==> src/rtl/if_fetch_stage.sv <==
// Instruction-fetch stage: PC register, imem req/ready fetch, jump/branch redirect and a one-entry skid buffer.
// Optional exception redirect to EXC_VECTOR (with epc capture) is built when IF_EXC_VECTOR_EN is defined.
//
// state     | meaning
// ----------+-----------------------------------------------------------
// S_FETCH   | requesting pc_r, transfers feed if_id or the skid
// S_DISCARD | redirected with a request in flight; drop its response
// S_HOLD    | skid holds a fetched word while if_id is stalled
module if_fetch_stage #(
    parameter logic [31:0] RESET_PC   = 32'h0000_0000,
    parameter logic [31:0] EXC_VECTOR = 32'h0000_0180
) (
    input  logic        clk,
    input  logic        reset,
    input  logic        pc_write,
    input  logic        jump,
    input  logic [31:0] jump_target,
    input  logic        branch_taken,
    input  logic [31:0] branch_target,
`ifdef IF_EXC_VECTOR_EN
    input  logic        exc_req,
    output logic [31:0] epc,
`endif
    output logic        imem_req,
    output logic [31:0] imem_addr,
    input  logic        imem_ready,
    input  logic [31:0] imem_rdata,
    output logic [31:0] pc,
    output logic [31:0] pc_4,
    output logic [31:0] instr,
    output logic        if_valid,
    output logic        if_flush
);

    typedef enum logic [1:0] {
        S_FETCH   = 2'd0,
        S_DISCARD = 2'd1,
        S_HOLD    = 2'd2
    } state_e;

    state_e      state_q, state_d;
    logic [31:0] pc_r_q, pc_r_d;
    logic [31:0] stale_addr_q, stale_addr_d;
    logic [31:0] skid_pc_q, skid_pc_d;
    logic [31:0] skid_instr_q, skid_instr_d;
    logic [31:0] pc_q, pc_d;
    logic [31:0] pc_4_q, pc_4_d;
    logic [31:0] instr_q, instr_d;
    logic        valid_q, valid_d;
    logic        flush_q, flush_d;
`ifdef IF_EXC_VECTOR_EN
    logic [31:0] epc_q, epc_d;
`endif

    logic        exc_hit;
    logic        redirect;
    logic [31:0] target_raw;
    logic [31:0] target;
    logic        xfer;
    logic [31:0] pc_r_inc;

`ifdef IF_EXC_VECTOR_EN
    assign exc_hit = exc_req;
`else
    assign exc_hit = 1'b0;
`endif

    assign redirect   = exc_hit | jump | branch_taken;
    assign target_raw = exc_hit ? EXC_VECTOR : (jump ? jump_target : branch_target);
    assign target     = target_raw & ~32'h3;
    assign pc_r_inc   = pc_r_q + 32'd4;

    // reset gates the request so nothing is issued while the stage is held in reset
    assign imem_req  = ~reset & (state_q != S_HOLD);
    assign imem_addr = (state_q == S_DISCARD) ? stale_addr_q : pc_r_q;
    assign xfer      = imem_req & imem_ready;

    always_comb begin
        state_d      = state_q;
        pc_r_d       = pc_r_q;
        stale_addr_d = stale_addr_q;
        skid_pc_d    = skid_pc_q;
        skid_instr_d = skid_instr_q;
        pc_d         = pc_q;
        pc_4_d       = pc_4_q;
        instr_d      = instr_q;
        valid_d      = valid_q;
        flush_d      = 1'b0;
`ifdef IF_EXC_VECTOR_EN
        epc_d        = epc_q;
`endif

        if (redirect) begin
            pc_r_d       = target;
            pc_d         = 32'h0;
            pc_4_d       = 32'h0;
            instr_d      = 32'h0;
            valid_d      = 1'b0;
            flush_d      = 1'b1;
            skid_pc_d    = 32'h0;
            skid_instr_d = 32'h0;
`ifdef IF_EXC_VECTOR_EN
            if (exc_hit) begin
                epc_d = pc_r_q;
            end
`endif
            case (state_q)
                S_FETCH: begin
                    // a word landing this cycle is simply dropped; only an open request needs draining
                    if (!xfer) begin
                        state_d      = S_DISCARD;
                        stale_addr_d = pc_r_q;
                    end
                end
                S_DISCARD: begin
                    if (xfer) begin
                        state_d = S_FETCH;
                    end
                end
                default: state_d = S_FETCH;
            endcase
        end else begin
            case (state_q)
                S_FETCH: begin
                    if (xfer) begin
                        pc_r_d = pc_r_inc;
                        if (pc_write) begin
                            pc_d    = pc_r_q;
                            pc_4_d  = pc_r_inc;
                            instr_d = imem_rdata;
                            valid_d = 1'b1;
                        end else begin
                            skid_pc_d    = pc_r_q;
                            skid_instr_d = imem_rdata;
                            state_d      = S_HOLD;
                        end
                    end else if (pc_write) begin
                        valid_d = 1'b0;
                    end
                end
                S_HOLD: begin
                    if (pc_write) begin
                        pc_d    = skid_pc_q;
                        pc_4_d  = skid_pc_q + 32'd4;
                        instr_d = skid_instr_q;
                        valid_d = 1'b1;
                        state_d = S_FETCH;
                    end
                end
                S_DISCARD: begin
                    if (xfer) begin
                        state_d = S_FETCH;
                    end
                end
                default: state_d = S_FETCH;
            endcase
        end
    end

    always_ff @(posedge clk or posedge reset) begin
        if (reset) begin
            state_q      <= S_FETCH;
            pc_r_q       <= RESET_PC;
            stale_addr_q <= 32'h0;
            skid_pc_q    <= 32'h0;
            skid_instr_q <= 32'h0;
            pc_q         <= 32'h0;
            pc_4_q       <= 32'h0;
            instr_q      <= 32'h0;
            valid_q      <= 1'b0;
            flush_q      <= 1'b0;
`ifdef IF_EXC_VECTOR_EN
            epc_q        <= 32'h0;
`endif
        end else begin
            state_q      <= state_d;
            pc_r_q       <= pc_r_d;
            stale_addr_q <= stale_addr_d;
            skid_pc_q    <= skid_pc_d;
            skid_instr_q <= skid_instr_d;
            pc_q         <= pc_d;
            pc_4_q       <= pc_4_d;
            instr_q      <= instr_d;
            valid_q      <= valid_d;
            flush_q      <= flush_d;
`ifdef IF_EXC_VECTOR_EN
            epc_q        <= epc_d;
`endif
        end
    end

    assign pc       = pc_q;
    assign pc_4     = pc_4_q;
    assign instr    = instr_q;
    assign if_valid = valid_q;
    assign if_flush = flush_q;
`ifdef IF_EXC_VECTOR_EN
    assign epc      = epc_q;
`endif

endmodule
==> config.mk <==
export PLATFORM = sky130hd
export DESIGN_NAME = if_fetch_stage
export DESIGN_NICKNAME = d
export VERILOG_FILES = /design/src/rtl/if_fetch_stage.sv
export SDC_FILE = /design/constraint.sdc
export NUM_CORES = 1
export LEC_CHECK = 0
export CORE_MARGIN = 5
export CORE_UTILIZATION = 53
export CTS_CLUSTER_DIAMETER = 150
export DETAILED_ROUTE_END_ITERATION = 16
export PLACE_DENSITY_LB_ADDON = 0.2
export REMOVE_ABC_BUFFERS = 1
export SLEW_MARGIN = 10
export SYNTH_ARGS = -nofsm -noshare
export SYNTH_HDL_FRONTEND = slang
export SYNTH_SLANG_ARGS = --single-unit
==> constraint.sdc <==
create_clock -name clk -period 22.6 [get_ports clk]
set_input_delay 4.52 -clock clk [delete_from_list [all_inputs] [get_ports clk]]
set_output_delay 4.52 -clock clk [all_outputs]
set_load 0.02 [all_outputs]
==> impl_metrics.py, run 1 <==
metrics = {
    "synthesis": {
        "synth-edff-count": 0,
        "syn_inst": 1240,
        "syn_avg_cell_area_um2": 9.12,
        "yosysUniqueCellTypes": 59,
        "ys_ff_latch": 219,
        "async_reset_ff_share_pct": 100,
        "synth_top_flop_cell": "dfrtp_1",
        "synth_area_um2": 11300,
        "yosys_warnings": 0,
        "yosysSeqAreaShare_pct": 48.5,
    },
    "die": {
        "start_util_pct": 53.8,
        "rows": 53,
        "fp.coreArea_um2": 21000,
        "chipWidth_um": 156,
        "fp.dieH_um": 156,
        "io_pins": 233,
        "dieArea_um2": 24300,
    },
    "grt": {
        "grt_max_degree": 144,
        "grt-ovfl-total": 0,
        "antenna_found_initial": 0,
        "grt_pass1_wl_mm": 53.3,
        "track_usage_pct": 26.9,
        "grt_pass1_vias": 9737,
    },
    "power": {
        "vdd_drop_max_mv": 0.0581,
        "total_power_mw": 1.03,
        "p_seq_share_pct": 43.2,
        "clock_power_share_pct": 41.4,
        "p_switching_mw": 0.275,
        "swShare_pct": 26.7,
        "p_leak_nw": 6.13,
        "p_per_area_nw_per_um2": 71.2,
        "intPower_mw": 0.753,
        "combPwrFrac_pct": 15.5,
    },
    "cells_and_area": {
        "fillerInstances": 1635,
        "multi_input_area_um2": 5310,
        "nets": 1495,
        "area_delta_synth_final_pct": 27.7,
        "drive_gt1_share_pct": 7.81,
        "fin_util_pct": 68.7,
        "fin_cells": 1683,
        "antennaDiodeCount": 0,
        "seq_area_um2": 5480,
    },
    "routing": {
        "ant_nets": 0,
        "drtIter0Drc": 902,
        "via_per_inst": 5.93,
        "dr.pass1.iters": 5,
        "wl_mm": 33.1,
        "drc": 0,
        "vias": 9980,
        "wire_per_inst_um": 19.7,
    },
    "sta": {
        "worstMarginPinSlew_ns": 1.14,
        "final-setup-viol-count": 0,
        "fin_hold_ws_ns": 0.493,
        "period_share_pct": 46.2,
        "finalMaxSlewViolations": 0,
        "tns_ns": 0,
        "rsz0062_at_grt": "false",
        "relSlewSlack_pct": 23.6,
        "hold_viol": 0,
        "min_period_ns": 10.45,
        "fmax_mhz": 95.7,
        "finClkSkew_ns": 0.0140,
    },
    "clock_network": {
        "cts_setup_buffers": 0,
        "cts_hold_buf": 0,
        "cts-root-buf": "clkbuf_16",
        "clockBufferDepth": 3,
        "numCtsBuffers": 24,
        "cts_max_level": 1,
        "cts_sinks": 219,
        "clkSlewWorstSetupHoldPaths_ns": 0.06,
        "clk_latency_ns": 0.52,
        "post_cts_resized": 0,
        "cts_tree": "yes",
    },
    "worst_setup_path": {
        "arrival_ns": 5.93,
        "crit_path_top_delay_cell": "clkdlybuf4s50_1",
        "critPathBufInv": 2,
        "path_class": "in2out",
        "endpoint_kind": "output pin",
        "cp_top_family": "buffers and inverters",
        "crit_required_ns": 18.08,
        "path_common_cell": "clkdlybuf4s50_1",
        "worstPathCellList": "clkdlybuf4s50_1, nor2_1, clkdlybuf4s50_1",
        "worstSetupStartpointType": "input port",
        "critPathMaxFanout": 5,
        "cp_slowest_stage_delay_ns": 0.62,
    },
    "place": {
        "placed_cells": 1640,
        "io_buffers": 226,
        "hpwl_mm": 21.0,
        "gp_congestion": 0.860,
    },
    "flow_run": {
        "maxCapViolCount": 0,
    },
    "hold_path": {
        "hold_class": "reg2reg",
    },
    "status": {
        "status": "completed",
    },
}
==> worst register-to-register path: stages (launching register included) <==
cell	delay (ns)
dfrtp_1	0.51
nor2b_1	0.38
o21a_4	0.46
buf_4	0.87
nor2_1	0.10
buf_4	0.26
a221o_1	0.37
==> synth_stat cells, drive strengths merged, types with 31 or more instances <==
| cell | number | share of area (%) |
|---|---|---|
| nand2 | 301 | 10 |
| dfrtp | 219 | 48 |
| nor2 | 108 | 3.7 |
| clkbuf | 69 | 2.3 |
| a311oi | 62 | 4.8 |
| a22o | 52 | 4.0 |
| buf | 50 | 2.4 |
| o21ai | 45 | 2.0 |
| a21oi | 35 | 1.6 |
| mux2 | 34 | 3.4 |
| xor2 | 33 | 2.6 |
| nand3 | 31 | 1.4 |
==> layout make-up <==
| cell class | instances | area share, % |
|---|---|---|
| sequential | 219 | 38.0 |
| multi-input combinational | 892 | 36.8 |
| timing repair buffer | 243 | 16.6 |
| clock buffer | 32 | 4.86 |
| tap | 275 | 2.38 |
| clock inverter | 11 | 1.13 |
| inverter | 11 | 0.338 |
==> through the flow <==
stage,worst slack [ns],instance area (um2)
after floorplan,12.09,10800
after global placement,12.19,13600
after detailed placement,12.16,13600
after CTS,12.14,14400
after global routing,12.07,14400
final,12.15,14400
==> routing by layer <==
layer,share of wire [%],GRT usage [%],vias up
met4,1.7,6.46,0
met2,45,42.6,447
li1,-,-,4655
met5,0,0,-
met1,43,38.2,4831
met3,10,5.85,47
==> state kept, by name, summed over array words and instances (netlist names) <==
name,count
if_flush,1
if_valid,1
instr,32
pc,31
pc_4,30
pc_r_q,30
skid_instr_q,32
skid_pc_q,30
stale_addr_q,30
state_q,2
==> layout by cell type, fill, tap and decap left out, drive strengths merged, types with 25 or more instances in the layout <==
master,instances
a21oi,35
a22o,52
a311oi,62
and3,26
clkbuf,32
clkdlybuf4s50,226
dfrtp,219
mux2,34
nand2,301
nand3,31
nor2,108
o21ai,45
xnor2,25
xor2,33
==> logic make-up after synthesis <==
family	synth area share [%]
buffers and inverters	5.04
muxes	4.10
AOI/OAI and AO/OA	17.3
adders and majority gates	0.221
other	0.0332
DFF	48.5
xor gates and xnor gates	4.49
and+or+nand+nor	20.4
==> final timing paths <==
check / slack (ns) / depth (start not counted) / from / to
setup / recovery: 12.15 / 3 / reset / imem_req
hold / removal: 0.49 / 1 / stale_addr_q[7] / stale_addr_q[7]
setup reg to reg: 19.53 / 6 / state_q[0] / pc_4[28]
hold reg to reg: 0.49 / 1 / stale_addr_q[7] / stale_addr_q[7]
max in group asynchronous: 16.29 / 3 / reset / if_flush
min in group asynchronous: 4.74 / 2 / reset / stale_addr_q[20]
==> power by group through the flow <==
| stage | combinational (mW) | sequential, mW | clock, mW |
|---|---|---|---|
| 2_1_floorplan | 0.0871 | 0.443 | 0 |
| 3_3_place_gp | 0.156 | 0.448 | 0 |
| 3_5_place_dp | 0.158 | 0.449 | 0 |
| 4_1_cts | 0.160 | 0.443 | 0.431 |
| 5_1_grt | 0.174 | 0.447 | 0.445 |
| 6_report | 0.159 | 0.444 | 0.425 |
(Power assumes the default switching activity.)
==> run 2, diff against run 1 <==
Settings changed: CORE_UTILIZATION 53 to 52.
Clock period 22.6 ns to 9.8 ns, I/O delays scaled along.
==> impl_metrics.py, run 2 (synthesized netlist as in run 1, its figures left out) <==
metrics = {
    "clock_network": {
        "clockBufferDepth": 3,
        "numCtsBuffers": 24,
        "cts_tree": "yes",
        "cts-root-buf": "clkbuf_16",
        "cts_max_level": 1,
        "cts_sinks": 219,
        "cts_setup_buffers": 0,
        "clk_latency_ns": 0.52,
        "cts_hold_buf": 0,
        "post_cts_resized": 0,
        "clkSlewWorstSetupHoldPaths_ns": 0.06,
    },
    "routing": {
        "dr.pass1.iters": 5,
        "wire_per_inst_um": 19.5,
        "ant_nets": 0,
        "drc": 0,
        "via_per_inst": 5.89,
        "drtIter0Drc": 995,
        "vias": 9932,
        "wl_mm": 32.8,
    },
    "hold_path": {
        "hold_class": "reg2reg",
    },
    "cells_and_area": {
        "nets": 1493,
        "area_delta_synth_final_pct": 26.9,
        "final_common_cell": "nand2_1",
        "fillerInstances": 1762,
        "layout_common_cells": "nand2_1, clkdlybuf4s50_1, dfrtp_1, nor2_1, a311oi_1",
        "fin_cells": 1686,
        "drive_gt1_share_pct": 7.25,
        "antennaDiodeCount": 0,
        "finalInstanceArea_um2": 14300,
    },
    "sta": {
        "final-setup-viol-count": 0,
        "fmax_mhz": 188,
        "worstMarginPinSlew_ns": 1.15,
        "hold_viol": 0,
        "period_share_pct": 54.4,
        "relSlewSlack_pct": 23.4,
        "min_period_ns": 5.33,
        "finClkSkew_ns": 0.00954,
        "rsz0062_at_grt": "false",
        "tns_ns": 0,
        "finalMaxSlewViolations": 0,
    },
    "worst_setup_path": {
        "critPathMaxFanout": 5,
        "path_class": "in2out",
        "arrival_ns": 3.37,
        "crit_required_ns": 7.84,
        "critPathBufInv": 2,
        "crit_path_top_delay_cell": "clkdlybuf4s50_1",
        "cp_top_family": "buffers and inverters",
        "endpoint_kind": "output pin",
        "cp_slowest_stage_delay_ns": 0.62,
        "path_common_cell": "clkdlybuf4s50_1",
        "worstSetupStartpointType": "input port",
        "worstPathCellList": "clkdlybuf4s50_1, nor2_1, clkdlybuf4s50_1",
    },
    "place": {
        "gp_congestion": 0.884,
        "io_buffers": 226,
        "hpwl_mm": 21.1,
        "placed_area_um2": 13600,
        "placed_cells": 1643,
    },
    "power": {
        "vdd_drop_max_mv": 0.113,
        "p_leak_nw": 6.08,
        "p_per_area_nw_per_um2": 159,
    },
    "grt": {
        "met3_usage_pct": 4.12,
        "grt-ovfl-total": 0,
        "grt_max_degree": 149,
        "met2_usage_pct": 40.7,
        "grt_pass1_wl_mm": 52.6,
        "met1_usage_pct": 37.9,
        "antenna_found_initial": 0,
        "track_usage_pct": 26.1,
        "grt_pass1_vias": 9836,
        "busiest_layer": "met2",
    },
    "die": {
        "start_util_pct": 52.3,
        "rows": 54,
        "io_pins": 233,
        "dieArea_um2": 24800,
        "fp.coreArea_um2": 21600,
        "chipWidth_um": 157,
        "fp.dieH_um": 157,
    },
    "flow_run": {
        "maxCapViolCount": 0,
    },
    "status": {
        "status": "completed",
    },
}
==> run 2: per-stage QoR <==
step	utilization, %	setup WS [ns]	total power [mW]	hold WS [ns]
after global routing	66.3	4.41	2.38	0.502
final	66.3	4.47	2.29	0.485
after detailed placement	62.7	4.47	1.40	0.474
after floorplan	-	1.85	1.22	0.450
after CTS	66.3	4.46	2.30	0.488
after global placement	62.7	4.49	1.39	0.466
==> run 2: layer usage <==
metal,wire (um),up-vias
met5,0,-
met4,765,0
met3,2750,46
met2,14900,436
met1,14400,4808
li1,-,4642
==> run 2: worst paths after layout <==
path / to / startpoint / slack [ns] / cells after the start
worst min register to register: pc_4[22] / pc_4[22] / 0.49 / 2
worst max register to register: pc_4[28] / state_q[0] / 6.67 / 6
min in group asynchronous: stale_addr_q[17] / reset / 2.28 / 2
worst max-delay path: imem_req / reset / 4.47 / 3
max in group asynchronous: pc_r_q[16] / reset / 5.99 / 3
worst min-delay path: pc_4[22] / pc_4[22] / 0.49 / 2
==> run 2: power by group <==
| part | internal, mW | total [mW] | switching, mW |
|---|---|---|---|
| Combinational | 0.171 | 0.363 | 0.191 |
| Sequential | 0.958 | 1.02 | 0.0670 |
| Clock | 0.538 | 0.898 | 0.360 |
| Total | 1.67 | 2.29 | 0.618 |
==> run 2: cell type report <==
cell class | count | area, um2 | area share (%)
clock buffers | 39 | 738 | 5.15
clock inverters | 4 | 45.0 | 0.314
inverters | 11 | 48.8 | 0.340
multi-input cells | 892 | 5310 | 37.0
flip-flops and latches | 219 | 5480 | 38.2
well taps | 280 | 350 | 2.44
repair buffers | 241 | 2370 | 16.6
==> run 2: worst min-delay path, stage by stage, from the launching register on <==
cell and delay, ns:
dfrtp_1 0.34, nand2_1 0.05, o221ai_1 0.06
==> run 3, diff against run 2 <==
Clock period 9.8 ns to 5.26 ns, I/O delays scaled along.
==> impl_metrics.py, run 3 (synthesized netlist as in run 1, its figures left out) <==
metrics = {
    "status": {
        "status": "completed",
    },
    "place": {
        "placed_area_um2": 13600,
        "placed_cells": 1646,
        "hpwl_mm": 21.2,
        "gp_congestion": 0.865,
        "io_buffers": 226,
        "pre_cts_slack_ns": 1.49,
    },
    "die": {
        "io_pins": 233,
        "chipWidth_um": 157,
        "fp.dieH_um": 157,
        "rows": 54,
        "start_util_pct": 52.3,
        "dieArea_um2": 24800,
        "fp.coreArea_um2": 21600,
    },
    "worst_setup_path": {
        "reg2reg_from": "state_q[1]",
        "rr_endpoint": "pc_4[28]",
        "worstSetupStartpointType": "register",
        "path_class": "reg2out",
        "critPathMaxFanout": 25,
        "endpoint_kind": "output pin",
        "rrSetupSlack_ns": 2.36,
        "arrival_ns": 2.84,
        "crit_required_ns": 4.21,
        "worst-r2r-cell-count": 5,
    },
    "grt": {
        "grt_pass1_wl_mm": 53.4,
        "grt_pass1_vias": 9853,
        "antenna_found_initial": 0,
        "grt-ovfl-total": 0,
        "grt_max_degree": 152,
        "track_usage_pct": 26.6,
    },
    "clock_network": {
        "cts_tree": "yes",
        "clk_latency_ns": 0.52,
        "clkSlewWorstSetupHoldPaths_ns": 0.06,
        "numCtsBuffers": 24,
        "cts-root-buf": "clkbuf_16",
        "clockBufferDepth": 3,
        "cts_setup_buffers": 0,
        "cts_max_level": 1,
        "post_cts_resized": 0,
        "cts_hold_buf": 0,
        "cts_sinks": 219,
    },
    "sta": {
        "relSlewSlack_pct": 25.5,
        "finClkSkew_ns": 0.00708,
        "finalMaxSlewViolations": 0,
        "min_period_ns": 3.89,
        "fmax_mhz": 257,
        "hold_viol": 0,
        "period_share_pct": 74.0,
        "fin_hold_ws_ns": 0.483,
        "rsz0062_at_grt": "false",
        "worstMarginPinSlew_ns": 1.11,
        "worst_slack_ns": 1.37,
        "final-setup-viol-count": 0,
        "tns_ns": 0,
    },
    "cells_and_area": {
        "final_common_cell": "nand2_1",
        "fin_cells": 1690,
        "drive_gt1_share_pct": 7.66,
        "nets": 1496,
        "fin_util_pct": 66.7,
        "layout_common_cells": "nand2_1, clkdlybuf4s50_1, dfrtp_1, nor2_1, a311oi_1",
        "finalInstanceArea_um2": 14400,
        "area_delta_synth_final_pct": 27.6,
        "antennaDiodeCount": 0,
    },
    "power": {
        "p_switching_mw": 1.17,
        "total_power_mw": 4.34,
        "p_seq_share_pct": 43.9,
        "intPower_mw": 3.17,
        "p_leak_nw": 6.12,
        "vdd_drop_max_mv": 0.189,
        "swShare_pct": 27.0,
        "combPwrFrac_pct": 15.7,
        "clock_power_share_pct": 40.4,
        "p_per_area_nw_per_um2": 301,
    },
    "flow_run": {
        "maxCapViolCount": 0,
    },
    "routing": {
        "ant_nets": 0,
        "drc": 0,
        "wire_per_inst_um": 19.6,
        "wl_mm": 33.1,
        "dr.pass1.iters": 5,
        "drtIter0Drc": 934,
        "vias": 9996,
        "via_per_inst": 5.91,
    },
    "hold_path": {
        "hold_path_depth": 2,
        "hold_class": "reg2reg",
        "min-delay-start": "pc_4[12]",
        "whs_endpoint": "pc_4[12]",
    },
}
-- run 3: per-layer routing --
metal  wire, um  GRT usage (%)  share of wire [%]
met1      14200           38.5                 43
met2      14800           40.5                 45
met3       3200           5.50                9.7
met4        857           8.28                2.6
met5          0              0                  0
-- run 3: power by group through the flow --
stage | registers [mW] | logic [mW] | clock network (mW)
2_1_floorplan | 1.90 | 0.374 | 0
3_3_place_gp | 1.92 | 0.670 | 0
3_5_place_dp | 1.93 | 0.683 | 0
4_1_cts | 1.90 | 0.688 | 1.78
5_1_grt | 1.92 | 0.751 | 1.86
6_report | 1.91 | 0.683 | 1.75
-- run 3: worst max-delay path: stages, from the launching register on --
cell and delay, ns:
dfrtp_1 0.56, nand2b_1 0.86, nand2_1 0.13, nand2_1 0.14, clkdlybuf4s50_1 0.61
-- run 3: worst max path at each step --
stage	start	end	slack, ns	cells past startpoint
3_5_place_dp	reset	skid_pc_q[18]	1.49	6
4_1_cts	state_q[1]	imem_addr[8]	1.36	4
6_report	state_q[1]	imem_addr[8]	1.37	4
5_1_grt	state_q[1]	imem_addr[12]	1.19	4
3_3_place_gp	reset	skid_instr_q[15]	1.52	6
2_1_floorplan	reset	if_flush	-1.78	1
-- run 3: cell type report --
| type | count | area, um2 |
|---|---|---|
| clock buffer | 38 | 744 |
| clock inverter | 6 | 85.1 |
| fill | 1750 | 7200 |
| inverter | 11 | 48.8 |
| multi-input combinational | 892 | 5310 |
| sequential | 219 | 5480 |
| tap | 280 | 350 |
| timing repair buffer | 244 | 2410 |
